==> src/rtl/cam_frame_writer_if.sv <==
// Bus bundle between the OV7670 capture side and the frame-buffer write port.
// The slave modport is the frame writer. The master modport is the camera and
// buffer environment that drives it.
// Optional feature macro: CAM_FRAME_CHECK_EN adds the frame_err status line.
interface cam_frame_writer_if #(
    parameter int AW = 15,
    parameter int DW = 12
);
    logic          vsync;
    logic          href;
    logic [7:0]    px_data;
    logic [AW-1:0] mem_px_addr;
    logic [DW-1:0] mem_px_data;
    logic          px_wr;
    logic          frame_done;
`ifdef CAM_FRAME_CHECK_EN
    logic          frame_err;

    modport slave (
        input  vsync, href, px_data,
        output mem_px_addr, mem_px_data, px_wr, frame_done, frame_err
    );

    modport master (
        output vsync, href, px_data,
        input  mem_px_addr, mem_px_data, px_wr, frame_done, frame_err
    );
`else
    modport slave (
        input  vsync, href, px_data,
        output mem_px_addr, mem_px_data, px_wr, frame_done
    );

    modport master (
        output vsync, href, px_data,
        input  mem_px_addr, mem_px_data, px_wr, frame_done
    );
`endif
endinterface

==> src/rtl/cam_frame_writer.sv <==
// cam_frame_writer: write-side client of the dual-port frame buffer.
// This block runs in the camera pixel-clock domain. It captures the OV7670
// RGB565 byte stream, which is framed by vsync and href. It packs each pair of
// bytes into one RGB444 pixel and writes that pixel at the next linear address.
// Addresses restart at 0 after every vsync high->low sequence. Pixels beyond
// IMG_W*IMG_H are dropped, and the address never wraps back into the frame.
// Optional feature macro: CAM_FRAME_CHECK_EN. It adds frame_err, which reports
// whether the last completed frame carried exactly IMG_W*IMG_H pixels.
module cam_frame_writer #(
    parameter int AW    = 15,
    parameter int DW    = 12,
    parameter int IMG_W = 160,
    parameter int IMG_H = 120
) (
    input  logic                clk,
    input  logic                rst,
    cam_frame_writer_if.slave   bus
);

    localparam int NPIX = IMG_W * IMG_H;
    // The counter is one bit wider than the address so that it can hold
    // NPIX == 2**AW as its "frame full" value without wrapping.
    localparam int CW = AW + 1;
    localparam logic [CW-1:0] NPIX_C   = CW'(NPIX);
    localparam logic [CW-1:0] CNT_ZERO = {CW{1'b0}};
    localparam logic [CW-1:0] CNT_ONE  = {{(CW-1){1'b0}}, 1'b1};

    typedef enum logic [2:0] {
        S_WAIT  = 3'd0,
        S_VSYNC = 3'd1,
        S_IDLE  = 3'd2,
        S_B1    = 3'd3,
        S_B2    = 3'd4
    } state_t;

    // byte1 = {R4..R0,G5..G3}, byte2 = {G2..G0,B4..B0}; keep the top 4 bits of each channel.
    function automatic logic [11:0] rgb565_to_444(input logic [7:0] b1, input logic [7:0] b2);
        return {b1[7:4], b1[2:0], b2[7], b2[4:1]};
    endfunction

    state_t        state_r;
    state_t        state_nx_s;
    logic          latch_s;
    logic          pix_s;
    logic          clr_s;
    logic          end_s;
    logic          wr_s;
    logic          any_wr_s;

    logic [7:0]    byte1_r;
    logic [CW-1:0] addr_cnt_r;
    logic [AW-1:0] mem_px_addr_r;
    logic [DW-1:0] mem_px_data_r;
    logic          px_wr_r;
    logic          frame_done_r;

    // A pixel is written only while the frame still has room.
    assign wr_s     = pix_s && (addr_cnt_r != NPIX_C);
    // frame_done is suppressed for frames that wrote nothing.
    assign any_wr_s = (addr_cnt_r != CNT_ZERO);

    // FSM state register
    always_ff @(posedge clk) begin
        if (rst) begin
            state_r <= S_WAIT;
        end else begin
            state_r <= state_nx_s;
        end
    end

    // FSM next-state and per-cycle control strobes. vsync has priority over href everywhere.
    always_comb begin
        state_nx_s = state_r;
        latch_s    = 1'b0;
        pix_s      = 1'b0;
        clr_s      = 1'b0;
        end_s      = 1'b0;
        case (state_r)
            S_WAIT: begin
                if (bus.vsync) begin
                    state_nx_s = S_VSYNC;
                end else begin
                    state_nx_s = S_WAIT;
                end
            end
            S_VSYNC: begin
                if (!bus.vsync) begin
                    state_nx_s = S_IDLE;
                    clr_s      = 1'b1;
                end else begin
                    state_nx_s = S_VSYNC;
                end
            end
            S_IDLE: begin
                if (bus.vsync) begin
                    state_nx_s = S_VSYNC;
                    end_s      = 1'b1;
                end else if (bus.href) begin
                    state_nx_s = S_B2;
                    latch_s    = 1'b1;
                end else begin
                    state_nx_s = S_IDLE;
                end
            end
            S_B2: begin
                if (bus.vsync) begin
                    state_nx_s = S_VSYNC;
                    end_s      = 1'b1;
                end else if (bus.href) begin
                    state_nx_s = S_B1;
                    pix_s      = 1'b1;
                end else begin
                    state_nx_s = S_IDLE;
                end
            end
            S_B1: begin
                if (bus.vsync) begin
                    state_nx_s = S_VSYNC;
                    end_s      = 1'b1;
                end else if (bus.href) begin
                    state_nx_s = S_B2;
                    latch_s    = 1'b1;
                end else begin
                    state_nx_s = S_IDLE;
                end
            end
            default: begin
                state_nx_s = S_WAIT;
            end
        endcase
    end

    // First-byte latch, address counter and the registered write port.
    always_ff @(posedge clk) begin
        if (rst) begin
            byte1_r       <= 8'h00;
            addr_cnt_r    <= CNT_ZERO;
            mem_px_addr_r <= {AW{1'b0}};
            mem_px_data_r <= {DW{1'b0}};
            px_wr_r       <= 1'b0;
            frame_done_r  <= 1'b0;
        end else begin
            px_wr_r      <= wr_s;
            frame_done_r <= end_s && any_wr_s;
            if (latch_s) begin
                byte1_r <= bus.px_data;
            end
            if (clr_s) begin
                addr_cnt_r <= CNT_ZERO;
            end else if (wr_s) begin
                addr_cnt_r    <= addr_cnt_r + CNT_ONE;
                mem_px_addr_r <= addr_cnt_r[AW-1:0];
                mem_px_data_r <= DW'(rgb565_to_444(byte1_r, bus.px_data));
            end
        end
    end

    assign bus.mem_px_addr = mem_px_addr_r;
    assign bus.mem_px_data = mem_px_data_r;
    assign bus.px_wr       = px_wr_r;
    assign bus.frame_done  = frame_done_r;

`ifdef CAM_FRAME_CHECK_EN
    // The received counter has two spare bits and saturates. An overlong
    // frame therefore can never alias back to NPIX.
    localparam int RW = AW + 2;
    localparam logic [RW-1:0] RX_NPIX = RW'(NPIX);
    localparam logic [RW-1:0] RX_MAX  = {RW{1'b1}};
    localparam logic [RW-1:0] RX_ONE  = {{(RW-1){1'b0}}, 1'b1};

    logic [RW-1:0] rx_cnt_r;
    logic          frame_err_r;

    // Count every completed pixel, dropped ones included, and grade the frame at frame_done.
    always_ff @(posedge clk) begin
        if (rst) begin
            rx_cnt_r    <= {RW{1'b0}};
            frame_err_r <= 1'b0;
        end else begin
            if (clr_s) begin
                rx_cnt_r <= {RW{1'b0}};
            end else if (pix_s && (rx_cnt_r != RX_MAX)) begin
                rx_cnt_r <= rx_cnt_r + RX_ONE;
            end
            if (end_s && any_wr_s) begin
                frame_err_r <= (rx_cnt_r != RX_NPIX);
            end
        end
    end

    assign bus.frame_err = frame_err_r;
`endif

endmodule

==> src/flat_wrapper.sv <==
// flat-port wrapper written by rule: the top's interface ports become plain ports
module cam_frame_writer_flat 
#(
    parameter int AW    = 15,
    parameter int DW    = 12,
    parameter int IMG_W = 160,
    parameter int IMG_H = 120
)
  (clk, rst, bus_vsync, bus_href, bus_px_data, bus_mem_px_addr, bus_mem_px_data, bus_px_wr, bus_frame_done);
  cam_frame_writer_if #(.AW(AW), .DW(DW)) bus_i ();
  input  logic clk;
  input  logic rst;
  input wire logic [$bits(bus_i.vsync)-1:0] bus_vsync;
  input wire logic [$bits(bus_i.href)-1:0] bus_href;
  input wire logic [$bits(bus_i.px_data)-1:0] bus_px_data;
  output wire logic [$bits(bus_i.mem_px_addr)-1:0] bus_mem_px_addr;
  output wire logic [$bits(bus_i.mem_px_data)-1:0] bus_mem_px_data;
  output wire logic [$bits(bus_i.px_wr)-1:0] bus_px_wr;
  output wire logic [$bits(bus_i.frame_done)-1:0] bus_frame_done;
  assign bus_i.vsync = bus_vsync;
  assign bus_i.href = bus_href;
  assign bus_i.px_data = bus_px_data;
  assign bus_mem_px_addr = bus_i.mem_px_addr;
  assign bus_mem_px_data = bus_i.mem_px_data;
  assign bus_px_wr = bus_i.px_wr;
  assign bus_frame_done = bus_i.frame_done;
  cam_frame_writer #(.AW(AW), .DW(DW), .IMG_W(IMG_W), .IMG_H(IMG_H)) u_core (.clk(clk), .rst(rst), .bus(bus_i));
endmodule
==> config.mk <==
export PLATFORM = sky130hd
export DESIGN_NAME = cam_frame_writer_flat
export DESIGN_NICKNAME = d
export VERILOG_FILES = /design/src/rtl/cam_frame_writer_if.sv /design/src/rtl/cam_frame_writer.sv /design/src/flat_wrapper.sv
export SDC_FILE = /design/constraint.sdc
export NUM_CORES = 1
export LEC_CHECK = 0
export ABC_CLOCK_PERIOD_IN_PS = 3610
export BUFFER_PORTS_ARGS = -buffer_cell sky130_fd_sc_hd__buf_2
export CAP_MARGIN = 20
export CORE_MARGIN = 3
export CORE_UTILIZATION = 59
export DETAILED_ROUTE_END_ITERATION = 10
export GPL_TIMING_DRIVEN = 0
export PLACE_DENSITY = 0.85
export SYNTH_ARGS = -nofsm -noshare
export SYNTH_HDL_FRONTEND = slang
export SYNTH_SLANG_ARGS = --single-unit
export TNS_END_PERCENT = 5
==> constraint.sdc <==
create_clock -name clk -period 3.61 [get_ports clk]
set_clock_uncertainty 0.1 [all_clocks]
set_input_delay 0.9025 -clock clk [delete_from_list [all_inputs] [get_ports clk]]
set_output_delay 0.9025 -clock clk [all_outputs]
set_load 0.01 [all_outputs]
# --- Yosys cells after proc, flatten, opt, wreduce, memory -nomap -nowiden ---
# Index checks and enable logic that the tools add are counted.
word_totals:
  reg_bits: 56
  latch_bits: 0
  ramBits: 0
  rom_bits: 0
  input_bits: 12
  output_inout_bits: 29
  memories: 0
op_classes:
  n_addsub: 1
  n_mul: 0
  div_mod_pow: 0
  magnitude_cmp: 0
  n_eq_ne: 5
  n_shift: 0
  n_mux: 15
  n_bitwise: 1
  n_reduce_logical: 8
op_table:
  columns: ["op", "n"]
  rows:
  - ["adder 16 x 1 -> 16 bit, second input constant", 1]
  - ["inequality test 16 x 15 -> 1 bit, second input constant", 1]
  - ["nonzero test 16 bit", 1]
  - ["case mux 3 bit (4 select lines)", 1]
  - ["two-way mux 1 bit", 10]
  - ["two-way mux 3 bit", 3]
  - ["== test 3 x 2 -> 1 bit, second input constant", 2]
  - ["OR reduction 2 bit", 2]
  - ["== test 3 x 1 -> 1 bit, second input constant", 1]
  - ["== test 3 bit, second input constant", 1]
  - ["logical NOT 3 bit", 1]
  - ["OR reduction 3 bit", 1]
  - ["logical AND 1 bit", 2]
  - ["two-way mux 2 bit", 1]
  - ["AND reduction 2 bit", 1]
  - ["inverter 1 bit", 1]

# --- Depth between registers and ports, before layout ---
depth:
  word_depth: 5
  mapped_depth: 7

# --- Worst setup path after synthesis ---
# OpenSTA, ideal clock, no wires.
synth_timing:
  path_type: "input-to-reg"
  from: "in bus_vsync"
  to: "reg u_core.addr_cnt_r[15]"
  setup_time_ns: 0.071
  t_arrival_ns: 2.292
  slack_ns: 1.148
  cell_stages: 5
  cell_sequence: "nand3b_1 -> or4_1 -> buf_2 -> or4_1 -> a21oi_1"
synth_via:
  elab_chain_len: 3
  word_cells_on_any_way: 6
  classes_between: "mux (4); reduce/logical (2)"
synth_lines:
  columns: ["element", "line", "text"]
  rows:
  - ["start, declared", "flat_wrapper.sv:13", "input wire logic [$bits(bus_i.vsync)-1:0] bus_vsync;"]
  - ["two-way mux 1 bit, on equally long branches", "cam_frame_writer.sv:87, cam_frame_writer.sv:106", null]
  - ["two-way mux 1 bit", "cam_frame_writer.sv:78", "case (state_r)"]
  - ["OR reduction 2 bit (no source line) / logical AND 1 bit (equally long branches)", null, null]
  - ["end signal, assigned", "cam_frame_writer.sv:151", "addr_cnt_r <= addr_cnt_r + CNT_ONE;"]
  - ["end, declared", "cam_frame_writer.sv:51", "logic [CW-1:0] addr_cnt_r;"]
# Parallel ways exist; a longest one is shown, timed or not.
# A chain may end at the register's enable or synchronous reset.

# --- Worst setup path in the final report ---
layout_timing:
  from: "in bus_vsync"
  to: "reg u_core.mem_px_data_r[9] (netlist: u_core.bus.mem_px_data[9])"
layout_via:
  elab_chain_len: 4
  word_cells_on_any_way: 7
  classes_between: "mux (4); bitwise (1); reduce/logical (2)"
layout_lines:
  columns: ["element", "line", "text"]
  rows:
  - ["two-way mux 1 bit, on equally long branches", "cam_frame_writer.sv:106, cam_frame_writer.sv:87", null]
  - ["two-way mux 1 bit", "cam_frame_writer.sv:78", null]
  - ["logical AND 1 bit / inverter 1 bit (equally long branches)", null, null]
  - ["AND reduction 2 bit (no source line) (*)", null, null]
  - ["end signal, assigned", "cam_frame_writer.sv:139", "mem_px_data_r <= {DW{1'b0}};"]
  - ["end signal, assigned", "cam_frame_writer.sv:153", "mem_px_data_r <= DW'(rgb565_to_444(byte1_r, bus.px_data));"]
  - ["end, declared", "cam_frame_writer.sv:53", "logic [DW-1:0] mem_px_data_r;"]
# Every way passes the cells marked *; elsewhere a longest branch is shown, timed or not.

==> flow_summary.toml <==
[status]
status = "finished, final reports clean"

[global_route]
top_usage_layer = "met2"
gr-usage-met1_pct = 34.6
use_met2_pct = 40.9
grt_overflow = 0
grt.total_usage_pct = 25.9
grtUsageMet3_pct = 6.24
antenna_found_initial = 0
grt_pass1_vias = 1966
grt_pass1_wl_um = 9040
grt_start_max_net_pins = 17

[critical_path]
cp_cell_sequence = "buf_2 > nand2b_1 > clkbuf_1 > or2_2 > clkbuf_1 > clkbuf_1 > o21ai_0 > a21oi_1"
cpMostUsedCell = "clkbuf_1"
path_buf_inv = 4
endpoint_kind = "flop"
crit_path_top_delay_cell = "clkbuf_1"
r2r_slack_ns = 1.16
arrival_ns = 2.65
crit_family = "buffers and inverters"
rr_startpoint = "u_core.state_r[2]"
reg2reg_to = "u_core.addr_cnt_r[15]"
critPathMaxFanout = 10
r2r_cells = 6
crit_path_max_incr_delay_ns = 0.40
cp_data_required_time_ns = 3.75
startpoint_type = "primary input"
path_class = "primary input to flop"

[pwr]
vdd_drop_max_uv = 296
p_leak_nw = 0.947
p_per_area_nw_per_um2 = 418

[logic_synthesis]
syn_area_um2 = 2270
async_reset_ff_share_pct = 0
syn_area_per_cell_um2 = 8.46
syn_nets = 282
synth_seq_cells = 55
ys_warn_count = 0
netlist_instances = 268
ys_types = 30
yosysSeqAreaShare_pct = 48.5
synth-edff-count = 0
ys.flop_type = "dfxtp_1"

[finish]
fillCellCount = 279
fin_util_pct = 75.5
areaGrowthSynthToFinish_pct = 17.2
fin_nets = 329
drive_above_1_share_pct = 16.1
diodes = 0

[clocking]
cts_sinks = 55
clk_pin_slew_ns = 0.09
clk_latency_ns = 0.31
cts_buffers = 5
post_cts_buffers = 0
cts.htree.levels = 2
root_buffer = "clkbuf_8"
cts_buffer_depth = 2
cts_tree = "done"
postCtsResizedCells = 0
ctsHoldBuffers = 0

[placement]
io_buffers = 40
dpl.hpwl_um = 3850
gp_congestion = 0.868

[floorplanning]
die_w_um = 68.0
num_rows = 21
start_util_pct = 64.4
ios = 41
die_h_um = 68.0
core-area_um2 = 3520
dieArea_um2 = 4620

[route]
ant_nets = 0
firstDrtPassIters = 5
vias = 2122
drt-vias-per-instance = 5.86
drc = 0
wl_per_cell_um = 15.2
wl_um = 5500
drt-initial-drc-count = 162

[sta]
worst_pin_slew_ns = 0.842
finalMaxSlewViolations = 0
rsz0062_at_grt = "false"
fmax_mhz = 398
setup_viol = 0
fin_crit_sh_pct = 69.6
fin_setup_tns_ns = 0
slew_headroom_pct = 43.7
min_period_ns = 2.51
final_hold_viol_count = 0

[worst_hold_path]
min_path_type = "flop to flop"
hold_depth = 2
min-delay-start = "u_core.byte1_r[6]"
hold_end = "u_core.bus.mem_px_data[10]"

[run]
timing.max_cap.violations = 0
==> power breakdown <==
group	leakage, nW	total (W)	internal (W)	switching [W]
Sequential	0.443	0.000610	0.000608	0.00000192
Combinational	0.439	0.0000324	0.0000109	0.0000214
Clock	0.0654	0.000469	0.000277	0.000192
==> Yosys cell counts, types with 2 or more instances <==
library cell  instances  share of area (%)
dfxtp_1              55                 49
xnor2_1               5                1.9
nand2_1               6               0.99
ha_1                  2                1.1
o21ai_0              34                7.5
nor2_1               17                2.8
nor4_1                4                1.1
nor3_1                7                1.5
or4_1                 3               0.99
nand4_1               4                1.1
or2_2                 2               0.55
nand2b_1              5                1.4
o31ai_1               2               0.66
a21oi_1              38                8.4
inv_1                 5               0.83
or3_1                 8                2.2
and4_1                3                1.2
mux2i_1               7                3.1
nor4b_1               2               0.77
nand3_1              32                7.1
clkbuf_1             18                3.0
==> worst max-delay path by stage <==
stage	slack [ns]	startpoint	end	cells after the start
after floorplan	1.15	bus_vsync	u_core.addr_cnt_r[15]	5
after global placement	0.84	bus_vsync	u_core.bus.mem_px_data[4]	7
after detailed placement	0.80	bus_vsync	u_core.bus.mem_px_data[8]	8
after CTS	1.12	bus_vsync	u_core.bus.mem_px_data[9]	8
after global routing	0.93	bus_vsync	u_core.bus.mem_px_data[11]	8
final	1.10	bus_vsync	u_core.bus.mem_px_data[9]	8
==> kinds of logic after synthesis <==
family          after synthesis  synth area share [%]
xor+xnor                      5                  1.93
flops                        55                  48.5
compound gates               76                  17.3
mux                           7                  3.09
simple gates                 98                  23.6
buf+inv                      25                  4.52
fa+ha+maj                     2                  1.10
==> registers in the layout (all words and copies together) (netlist names) <==
signal                  cells
u_core.addr_cnt_r          16
u_core.bus.mem_px_addr     15
u_core.bus.mem_px_data     12
u_core.byte1_r              7
u_core.state_r              3
u_core.bus.frame_done       1
u_core.bus.px_wr            1
==> placed cells by master (no fill, tap or decap), drive strengths merged, types with 6 or more instances in the layout <==
| cell | n |
|---|---|
| nand3 | 32 |
| o21ai | 34 |
| clkbuf | 24 |
| mux2i | 7 |
| dfxtp | 55 |
| buf | 42 |
| nor3 | 7 |
| a21oi | 38 |
| or3 | 8 |
| nor2 | 17 |
| nand2 | 6 |
==> worst min-delay path, cell delays in order, from the launching register on <==
cell     delay, ns
dfxtp_1       0.32
nand3_1       0.06
a21oi_1       0.05
==> area by class of cell <==
class | instances | area, µm² | area share [%]
multi-input combinational | 188 | 1060 | 40.0
inverter | 5 | 18.8 | 0.706
buffer | 20 | 83.8 | 3.15
clock buffer | 6 | 72.6 | 2.73
timing repair buffer | 40 | 200 | 7.53
clock inverter | 2 | 60.1 | 2.26
tap | 46 | 57.6 | 2.16
sequential | 55 | 1100 | 41.4
==> routing by layer <==
layer,vias up,share of wire [%]
met3,10,6.5
met1,980,45
met2,78,47
met4,0,1.5
met5,-,0
li1,1054,-
==> through the flow <==
step / hold slack (ns) / total power (W) / cells / cell area [µm²] / worst slack (ns)
after detailed placement: 0.357 / 0.000656 / 354 / 2530 / 0.800
final: 0.368 / 0.00111 / 362 / 2660 / 1.10
after global routing: 0.389 / 0.00114 / 362 / 2660 / 0.934
after global placement: 0.352 / 0.000655 / 354 / 2530 / 0.844
after CTS: 0.370 / 0.00111 / 362 / 2660 / 1.12
after floorplan: 0.343 / 0.000641 / 268 / 2270 / 1.15
No activity file was read; power rests on OpenSTA's default activity.
